--- config.mk ---
export PLATFORM = sky130hd
export DESIGN_NAME = tt_um_ac3e_uart_rx
export DESIGN_NICKNAME = d
export VERILOG_FILES = /design/src/rtl/tt_um_ac3e_uart_rx.sv
export SDC_FILE = /design/constraint.sdc
export NUM_CORES = 1
export LEC_CHECK = 0
export CAP_MARGIN = 10
export CORE_MARGIN = 3
export CORE_UTILIZATION = 45
export CTS_BUF_LIST = sky130_fd_sc_hd__clkbuf_4 sky130_fd_sc_hd__clkbuf_8 sky130_fd_sc_hd__clkbuf_16
export DETAILED_ROUTE_END_ITERATION = 10
export PLACE_DENSITY = 0.79
export SLEW_MARGIN = 20
export SYNTH_ARGS = -nofsm -noshare
export SYNTH_HDL_FRONTEND = slang
export SYNTH_SLANG_ARGS = --single-unit
--- constraint.sdc ---
create_clock -name clk -period 2.8 [get_ports clk]
set_clock_uncertainty 0.05 [all_clocks]
set_input_delay 0.56 -clock clk [delete_from_list [all_inputs] [get_ports clk]]
set_output_delay 0.56 -clock clk [all_outputs]
set_load 0.005 [all_outputs]
--- src/rtl/tt_um_ac3e_uart_rx.sv ---
// ----------------------------------------------------------------------------
// tt_um_ac3e_uart_rx
//
// 8N1 UART receiver for the Tiny Tapeout wrapper. A serial frame arriving on
// ui_in[0] is shifted in LSB first. On a good stop bit the byte is published
// on uo_out and the valid flag is raised. A rising edge on ui_in[1]
// acknowledges the byte and clears all status flags.
//
// Ports
//   clk      in   1  clock, all state on the rising edge
//   rst_n    in   1  asynchronous active-low reset
//   ena      in   1  ignored
//   ui_in    in   8  [0] rx serial line (idle high), [1] ack strobe
//   uo_out   out  8  last good received byte
//   uio_in   in   8  ignored
//   uio_out  out  8  [0] valid, [1] frame_err, [2] overrun, [3] busy
//   uio_oe   out  8  constant 8'h0F (low nibble of uio drives the flags)
// ----------------------------------------------------------------------------
module tt_um_ac3e_uart_rx #(
  parameter int CLKS_PER_BIT = 434
) (
  input  logic       clk,
  input  logic       rst_n,
  input  logic       ena,
  input  logic [7:0] ui_in,
  output logic [7:0] uo_out,
  input  logic [7:0] uio_in,
  output logic [7:0] uio_out,
  output logic [7:0] uio_oe
);

  localparam int CW = $clog2(CLKS_PER_BIT);
  localparam logic [CW-1:0] CNT_FULL = CW'(CLKS_PER_BIT - 1);
  // Start bit is re-checked half a bit in, so later samples land mid-bit.
  localparam logic [CW-1:0] CNT_HALF = CW'(CLKS_PER_BIT / 2 - 1);

  typedef enum logic [1:0] {
    IDLE  = 2'd0,
    START = 2'd1,
    DATA  = 2'd2,
    STOP  = 2'd3
  } state_e;

  state_e        state_q, state_d;
  logic [CW-1:0] cnt_q, cnt_d;
  logic [2:0]    idx_q, idx_d;
  logic [7:0]    shift_q, shift_d;
  logic [7:0]    data_q, data_d;
  logic          valid_q, valid_d;
  logic          ferr_q, ferr_d;
  logic          ovr_q, ovr_d;

  logic [1:0]    rx_sync_q;
  logic [1:0]    ack_sync_q;
  logic          ack_prev_q;
  logic          rx_s;
  logic          ack_pulse;

  logic          unused_ok;
  assign unused_ok = &{1'b0, ena, ui_in[7:2], uio_in};

  // Two-flop synchronizers; rx resets to the idle-high level so reset release
  // never looks like a start edge.
  always_ff @(posedge clk or negedge rst_n) begin
    if (!rst_n) begin
      rx_sync_q  <= 2'b11;
      ack_sync_q <= 2'b00;
      ack_prev_q <= 1'b0;
    end else begin
      // NOTE: sequential state always uses non-blocking assignments so every
      // flop samples the pre-edge value of its neighbours.
      rx_sync_q  <= {rx_sync_q[0], ui_in[0]};
      ack_sync_q <= {ack_sync_q[0], ui_in[1]};
      ack_prev_q <= ack_sync_q[1];
    end
  end

  assign rx_s      = rx_sync_q[1];
  assign ack_pulse = ack_sync_q[1] & ~ack_prev_q;

  always_ff @(posedge clk or negedge rst_n) begin
    if (!rst_n) begin
      // NOTE: the shift register and output byte are reset too, so a frame
      // aborted by reset can never surface as a partial byte.
      state_q <= IDLE;
      cnt_q   <= '0;
      idx_q   <= '0;
      shift_q <= '0;
      data_q  <= '0;
      valid_q <= 1'b0;
      ferr_q  <= 1'b0;
      ovr_q   <= 1'b0;
    end else begin
      state_q <= state_d;
      cnt_q   <= cnt_d;
      idx_q   <= idx_d;
      shift_q <= shift_d;
      data_q  <= data_d;
      valid_q <= valid_d;
      ferr_q  <= ferr_d;
      ovr_q   <= ovr_d;
    end
  end

  always_comb begin
    // NOTE: every next-state signal gets its hold value first; a path that
    // leaves one unassigned would infer a latch.
    state_d = state_q;
    cnt_d   = cnt_q;
    idx_d   = idx_q;
    shift_d = shift_q;
    data_d  = data_q;
    valid_d = valid_q;
    ferr_d  = ferr_q;
    ovr_d   = ovr_q;

    // Ack is applied first; a stop-bit completion in the same cycle below
    // overrides whichever flags it owns.
    if (ack_pulse) begin
      valid_d = 1'b0;
      ferr_d  = 1'b0;
      ovr_d   = 1'b0;
    end

    unique case (state_q)
      IDLE: begin
        if (!rx_s) begin
          state_d = START;
          cnt_d   = '0;
        end
      end

      START: begin
        if (cnt_q == CNT_HALF) begin
          cnt_d   = '0;
          idx_d   = '0;
          state_d = rx_s ? IDLE : DATA;
        end else begin
          cnt_d = cnt_q + 1'b1;
        end
      end

      DATA: begin
        if (cnt_q == CNT_FULL) begin
          cnt_d          = '0;
          shift_d[idx_q] = rx_s;
          if (idx_q == 3'd7) begin
            state_d = STOP;
          end else begin
            idx_d = idx_q + 3'd1;
          end
        end else begin
          cnt_d = cnt_q + 1'b1;
        end
      end

      STOP: begin
        if (cnt_q == CNT_FULL) begin
          // Returning to IDLE mid-stop-bit leaves half a bit of slack for the
          // next start edge.
          cnt_d   = '0;
          state_d = IDLE;
          if (rx_s) begin
            data_d  = shift_q;
            valid_d = 1'b1;
            ferr_d  = 1'b0;
            ovr_d   = valid_q & ~ack_pulse;
          end else begin
            ferr_d = 1'b1;
          end
        end else begin
          cnt_d = cnt_q + 1'b1;
        end
      end

      default: state_d = IDLE;
    endcase
  end

  assign uo_out  = data_q;
  assign uio_out = {4'b0000, (state_q != IDLE), ovr_q, ferr_q, valid_q};
  assign uio_oe  = 8'h0F;

endmodule
Word-level counts from Yosys, hierarchy flattened
Index checks and enable logic that the tools add are counted.
{ "totals": {"reg_bits": 38, "input_bits": 19, "elab_cells": 70} }
{ "classes": {"add_sub_neg": 2, "n_lt_le_gt_ge": 2, "n_eq_ne": 12, "mux": 30, "bitwise": 4, "n_reduce_logical": 9} }
{ "ops": {"columns": ["cell", "count"], "rows": [
  ["2-to-1 mux 9 bit", 3],
  ["one-hot mux 9 bit (3 select lines)", 1],
  ["2-to-1 mux 1 bit", 13],
  ["2-to-1 mux 2 bit", 6],
  ["inequality test 2 bit, second input constant", 6],
  ["adder 9 x 1 -> 9 bit, second input constant", 1],
  ["== test 9 x 8 -> 1 bit, second input constant", 1],
  ["== test 9 bit, second input constant", 1],
  ["2-to-1 mux 3 bit", 3],
  ["bitwise mux 8 bit", 1],
  ["one-hot mux 2 bit (4 select lines)", 1],
  ["one-hot mux 3 bit (2 select lines)", 1],
  ["AND reduction 5 bit", 1],
  ["== test 2 bit, second input constant", 2],
  ["< comparator 3 x 4 -> 1 bit, second input constant", 1],
  ["AND reduction 4 bit", 1],
  ["nonzero test 2 bit", 2],
  ["adder 3 x 1 -> 3 bit, second input constant", 1],
  ["demux 1 bit (select 3 bit)", 1],
  ["== test 3 bit, second input constant", 1],
  ["greater-or-equal comparator 3 x 1 -> 1 bit, second input constant", 1],
  ["AND reduction 3 bit", 1],
  ["AND 1 bit", 2],
  ["== test 2 x 1 -> 1 bit, second input constant", 1],
  ["other kinds (5)", 6]
]} }

Logic depth before layout (Yosys ltp)
Gate-level depths: netlist (run 1).
{ "logic_depth": {"word_depth": 7, "ltp_mapped": 7} }

Worst setup path before layout (run 1)
OpenSTA, ideal clock, no wires.
{ "synth_timing": {"path_type": "reg-to-reg", "startpoint": "register cnt_q[3]", "endpoint": "register shift_q[5]", "setup_time_ps": 128, "t_arrival_ps": 1952, "t_required_ps": 2622, "path_slack_ps": 671, "path_stages_with_launch": 5, "period_less_slack_ps": 2129, "cell_sequence": "dfrtp_1 > or4b_4 > or3_4 > nor4b_4 > mux2_1"} }
{ "synth_between": {"elab_chain_len": 2} }
{ "synth_rtl": {"columns": ["item", "line_no", "rtl"], "rows": [
  ["from (decl)", "45", "logic [CW-1:0] cnt_q, cnt_d;"],
  ["from (signal assigned)", "95", "cnt_q <= cnt_d;"],
  ["== test 9 bit", "144", "if (cnt_q == CNT_FULL) begin"],
  ["AND reduction 2 bit (no source line)", null, null],
  ["to (signal assigned)", "97", "shift_q <= shift_d;"],
  ["to (decl)", "47", "logic [7:0] shift_q, shift_d;"]
]} }
Every way passes these cells.
A chain may end at the register's enable or synchronous reset.

Worst setup path after layout (run 1)
Same ends and word-level chain as after synthesis.

==> impl_metrics.toml, run 1 <==
[timing]
finalMaxSlewViolations = 0
fin_tns_setup_ns = 0
hold_viol = 0
slew_headroom_pct = 45.5
fmax_mhz = 446
post-route-period-util_pct = 80.1
post-route-min-period_ns = 2.24
setup_viol = 0
rsz0062_at_grt = "no"
worstMarginPinSlew_ns = 0.817
finalWorstSetupSlack_ns = 0.557

[die]
ios = 43
die_area_um2 = 5280
die_y_um = 72.7
core_area_um2 = 4140
initial_core_util_pct = 48.2
fp.dieW_um = 72.7
placementRows = 23

[routing]
totalWireLength_um = 3240
routedWlPerCell_um = 13.0
drtPass1Iterations = 4
antenna_left = 0
drt-initial-drc-count = 63
drcViolationCount = 0
post_drt_via_cell_ratio = 5.34
vias = 1329

[critical_path]
end_kind = "register"
worst-path-buf-inv = 0
r2r_slack_ns = 0.56
critPathMaxStageDelay_ns = 0.59
crit_path_start = "cnt_q[3]$_DFFE_PN0P_"
worstPathArrival_ns = 2.36
r2r-start = "cnt_q[3]$_DFFE_PN0P_"
r2r_end = "shift_q[5]$_DFFE_PN0P_"
cp_slowest_cell = "or4b_4"
critPathMaxFanout = 8
cp_top_family = "simple AND/OR/NAND/NOR gates"
reg2reg_depth = 4
crit_end = "shift_q[5]$_DFFE_PN0P_"
cp_data_required_time_ns = 2.92
path_depth = 4
setup.worst_path.start_class = "register"
crit_type = "register to register"
crit_path_cell_trace = "or4b_4, or3_4, nor4b_4, mux2_1"

[place]
port_buffers = 15
post-dp-hpwl_um = 2360
dp.cells = 241
gp_congestion = 0.805
pre_cts_ws_ns = 0.553

[logic_synthesis]
synth_cells = 188
yosysSeqAreaShare_pct = 47.7
async_reset_ff_share_pct = 100
synth_cell_types = 41
synth_area_leader_cell = "dfrtp_1"
syn_avg_cell_area_um2 = 10.6
synth_flop_cell = "dfrtp_1"
syn_area_um2 = 2000
synth-seq-cells = 38
yosysWarnings = 0
synth_edf_count = 0
yosysTopAreaCellShare_pct = 45.1
synth_area_leaders = "dfrtp_1 45%, mux2_1 6.8%, buf_4 5.6%"

[clocking]
ctsResizeCount = 0
cts_inserted_buffers = 5
worstSkewPairLatency_ns = 0.29
root_buffer = "clkbuf_8"
htree_levels = 2
hold_buffers = 0
path_clk_slew_ns = 0.07
cts_setup_buffers = 0
clock_sinks = 38
clockBufferDepth = 2
cts_tree = "done"

[pwr]
irDropWorstVdd_mv = 0.362
clockPowerShare_pct = 40.2
intPower_uw = 755
cellPowerDensity_nw_per_um2 = 437
power_uw = 963
power.leakage_uw = 0.00101
p_switching_uw = 208
seqPwrFrac_pct = 57.9
p_sw_share_pct = 21.6
combPwrFrac_pct = 2.0

[job]
maxCapViolations = 0

[cells_and_area]
layout-drive-gt1-share_pct = 13.1
instances_no_fill = 249
diodes = 0
areaGrowthSynthToFinish_pct = 10.3
post-route-util_pct = 53.2
final_net_count = 222

[global_routing]
grt_pass1_wl_um = 5690
grt_pass1_vias = 1297
track_usage_pct = 14.0
antenna_found_initial = 0
grt-ovfl-total = 0
grt_start_max_net_pins = 39

[min_path]
hp-class = "register to register"

[status]
status = "finished clean"
-- registers in the layout (all words and copies together) (netlist names), named ones only --
register	cells
cnt_q	9
shift_q	8
uo_out	8
idx_q	3
ack_sync_q	2
rx_sync_q	2
ack_prev_q	1
ferr_q	1
ovr_q	1
state_q	1
valid_q	1
-- power groups by stage --
stage / logic (µW) / registers (µW) / clock network, µW
after floorplan: 18.6 / 565 / 0
after global placement: 19.2 / 568 / 0
after detailed placement: 19.5 / 568 / 0
after CTS: 19.5 / 557 / 405
after global routing: 22.3 / 558 / 420
final: 18.8 / 557 / 387
-- stage by stage --
step           instance area [µm²]  hold slack [ns]
6_report                      2200            0.300
5_1_grt                       2200            0.313
4_1_cts                       2200            0.302
3_5_place_dp                  2110            0.286
3_3_place_gp                  2110            0.286
2_1_floorplan                 2040            0.214
-- how the worst min path moves through the flow --
stage | from | endpoint | depth (start not counted)
2_1_floorplan | rst_n | asynchronous set/reset pin | 0
3_3_place_gp | ack_sync_q[0]$_DFF_PN0_ | ack_sync_q[1]$_DFF_PN0_ | 0
3_5_place_dp | ack_sync_q[0]$_DFF_PN0_ | ack_sync_q[1]$_DFF_PN0_ | 0
4_1_cts | ack_sync_q[0]$_DFF_PN0_ | ack_sync_q[1]$_DFF_PN0_ | 0
5_1_grt | rx_sync_q[0]$_DFF_PN1_ | rx_sync_q[1]$_DFF_PN1_ | 0
6_report | ack_sync_q[0]$_DFF_PN0_ | ack_sync_q[1]$_DFF_PN0_ | 0
-- cells in the mapped netlist (5+ instances only) --
master	count
dfrtp_1	36
nand2_1	20
buf_4	15
mux2_1	12
nor2_1	12
inv_1	10
clkbuf_1	8
o21ai_0	8
nand3_1	6
ha_1	5
mux2i_1	5
-- cell usage in the layout, fill, tap and decap left out, types with 2 or more instances in the layout --
master,n
nor4_2,3
clkbuf_8,6
clkdlybuf4s50_1,14
mux2_2,4
o211ai_1,3
o22ai_1,2
dfstp_2,2
ha_1,5
nand3_1,6
dfrtp_1,36
a22oi_1,3
mux2_1,12
nand4_1,3
nor2_1,12
nand2_1,20
a21oi_1,4
mux2i_1,5
inv_1,10
nand4b_1,2
nor2b_1,4
o21ai_0,8
conb_1,12
-- kinds of logic (layout without fill, tap and decap cells) --
kind of cell             count (synthesis)  after routing  share of synthesized area (%)
AO/OA/AOI/OAI                           25             25                           7.89
XOR/XNOR                                 1              1                          0.438
adder cells (fa/ha/maj)                  5              5                           3.13
buffers and inverters                   33             34                           9.01
flip-flops                              38             38                           47.7
multiplexers                            21             21                           11.5
other                                    2             12                          0.376
AND/OR/NAND/NOR                         63             63                           20.0
-- metal layers --
metal / track usage [%] / part of all wire (%) / wire [µm]
met1: 17.4 / 44 / 1420
met2: 22.3 / 49 / 1590
met3: 5.51 / 5.6 / 183
met4: 4.30 / 1.5 / 47
met5: 0 / 0 / 0
-- layout make-up --
class	instances	area, µm²
clock inverters	2	12.5
fillers	378	1940
clock buffers	6	82.6
repair buffers	16	153
well taps	50	62.6
multi-input cells	127	903
inverters	10	37.5
flip-flops and latches	38	953
No activity file was read; power rests on OpenSTA's default activity.
==> inputs of run 2 (changes only) <==
clock period = 2.15 ns   (was 2.8 ns; I/O delays follow)
==> run 2 against run 1 <==
  * Sequential power grew 30%
  * Sequential share of layout area shrank 2.1 points
  * Combinational power grew 31%
  * Worst setup slack lost 0.51 ns
  * Design area grew 5.2%
  * Non-clock buffer count grew 12
  * Flip-flop and latch count is the same
  * Count of clock-buffer cells in the layout grew 1
  * Critical path depth is the same
  * Power grew 41%
  * Cell count grew 4.8%
  * Critical path type unchanged
==> impl_metrics.toml, run 2 (synthesis gave the netlist of run 1 again) <==
[status]
status = "finished clean"

[critical_path]
critPathMaxFanout = 5
worst-path-buf-inv = 0
crit_path_start = "cnt_q[3]$_DFFE_PN0P_"
cp_slowest_cell = "or4b_4"
crit_type = "register to register"
reg2reg_depth = 4
end_kind = "register"
setup.worst_path.start_class = "register"
crit_path_cell_trace = "or4b_4, or3_4, nor4b_4, mux2_4"
cp_data_required_time_ns = 2.27
r2r_end = "shift_q[5]$_DFFE_PN0P_"
r2r-start = "cnt_q[3]$_DFFE_PN0P_"
cp_top_family = "simple AND/OR/NAND/NOR gates"
r2r_slack_ns = 0.05
critPathMaxStageDelay_ns = 0.54
crit_end = "shift_q[5]$_DFFE_PN0P_"
worstPathArrival_ns = 2.22
path_depth = 4

[timing]
finalMaxSlewViolations = 0
fin_tns_setup_ns = 0
fmax_mhz = 476
holdWs_ns = 0.192
post-route-min-period_ns = 2.10
setup_viol = 0
hold_viol = 0
worstMarginPinSlew_ns = 0.828
slew_headroom_pct = 44.8
rsz0062_at_grt = "yes"
finalWorstSetupSlack_ns = 0.0511
post-route-period-util_pct = 97.6

[place]
pre_cts_ws_ns = 0.0129
dp.cells = 253
post-dp-hpwl_um = 2430
gp_congestion = 0.827
dpl_cell_area_um2 = 2200
port_buffers = 15

[clocking]
cts_setup_buffers = 0
cts_inserted_buffers = 5
clock_sinks = 38
root_buffer = "clkbuf_8"
cts_tree = "done"
worstSkewPairLatency_ns = 0.28
clockBufferDepth = 2
htree_levels = 2
path_clk_slew_ns = 0.07

[cells_and_area]
areaGrowthSynthToFinish_pct = 16.0
regMostFlops = "cnt_q"
layout-drive-gt1-share_pct = 19.0
layout_common_cells = "36 x dfrtp_1, 20 x nand2_1, 14 x clkdlybuf4s50_1"
diodes = 0
final_net_count = 234
finalInstanceArea_um2 = 2320
final_common_cell = "dfrtp_1"
instances_no_fill = 261
largest_register_ff_count = 9

[pwr]
irDropWorstVdd_mv = 0.364
p_switching_uw = 255
cellPowerDensity_nw_per_um2 = 583
seqPwrFrac_pct = 53.6
p_sw_share_pct = 18.9
combPwrFrac_pct = 1.8
power.leakage_uw = 0.00108
intPower_uw = 1100
clockPowerShare_pct = 44.5

[min_path]
hp-class = "input pin to asynchronous set/reset pin"

[routing]
antenna_left = 0
totalWireLength_um = 3350
vias = 1330
post_drt_via_cell_ratio = 5.10
routedWlPerCell_um = 12.8
drt-initial-drc-count = 50
drcViolationCount = 0
drtPass1Iterations = 4

[global_routing]
antenna_found_initial = 0
grt_start_max_net_pins = 39
grt_pass1_wl_um = 5910
grt_pass1_vias = 1331
grt-ovfl-total = 0
track_usage_pct = 14.2

[die]
ios = 43
die_area_um2 = 5280
core_area_um2 = 4140
die_y_um = 72.7
initial_core_util_pct = 48.2
placementRows = 23
fp.dieW_um = 72.7

[job]
maxCapViolations = 0
-- run 2: metal layers --
layer	wire length [µm]	up-vias	share of wire (%)	track usage, %
met3	113	2	3.4	3.31
met2	1670	22	50	24.2
met5	0	-	0	0
met4	21	0	0.63	3.69
met1	1550	638	46	18.1
li1	-	668	-	-
-- run 2: worst min-delay path by stage --
stage                                        from                    endpoint  slack [ns]  depth (start not counted)
after global routing                        rst_n       uo_out[7]$_DFFE_PN0P_        0.26                          1
after detailed placement  ack_sync_q[0]$_DFF_PN0_     ack_sync_q[1]$_DFF_PN0_        0.29                          0
after global placement    ack_sync_q[0]$_DFF_PN0_     ack_sync_q[1]$_DFF_PN0_        0.28                          0
after CTS                                   rst_n       uo_out[7]$_DFFE_PN0P_        0.22                          1
final                                       rst_n       uo_out[7]$_DFFE_PN0P_        0.19                          1
after floorplan                             rst_n  asynchronous set/reset pin        0.08                          0
-- run 2: layout make-up --
cell class / count / area, µm²
clock inverter: 1 / 30.0
multi-input combinational: 127 / 910
inverter: 10 / 37.5
timing repair buffer: 28 / 243
fill: 370 / 1820
clock buffer: 7 / 83.8
sequential: 38 / 953
tap: 50 / 62.6
-- run 2: power by group through the flow --
stage | Sequential, µW | Clock (µW) | Combinational [µW]
after detailed placement | 739 | 0 | 25.5
after CTS | 725 | 625 | 25.6
after global routing | 726 | 649 | 29.8
after global placement | 739 | 0 | 24.9
after floorplan | 736 | 0 | 24.2
final | 726 | 602 | 24.7
-- run 2: through the flow --
| stage | total power, µW | util (%) |
|---|---|---|
| finish | 1350 | 56.0 |
| global route | 1410 | 56.0 |
| CTS | 1380 | 55.8 |
| detailed placement | 765 | 53.1 |
| global placement | 764 | 53.1 |
| floorplan | 761 | - |
-- run 2: repair_timing --
action                     4_1_cts  5_1_grt
pin swaps                        1        0
hold buffers                     0        0
resized for setup                0        2
setup endpoints to repair        1        2
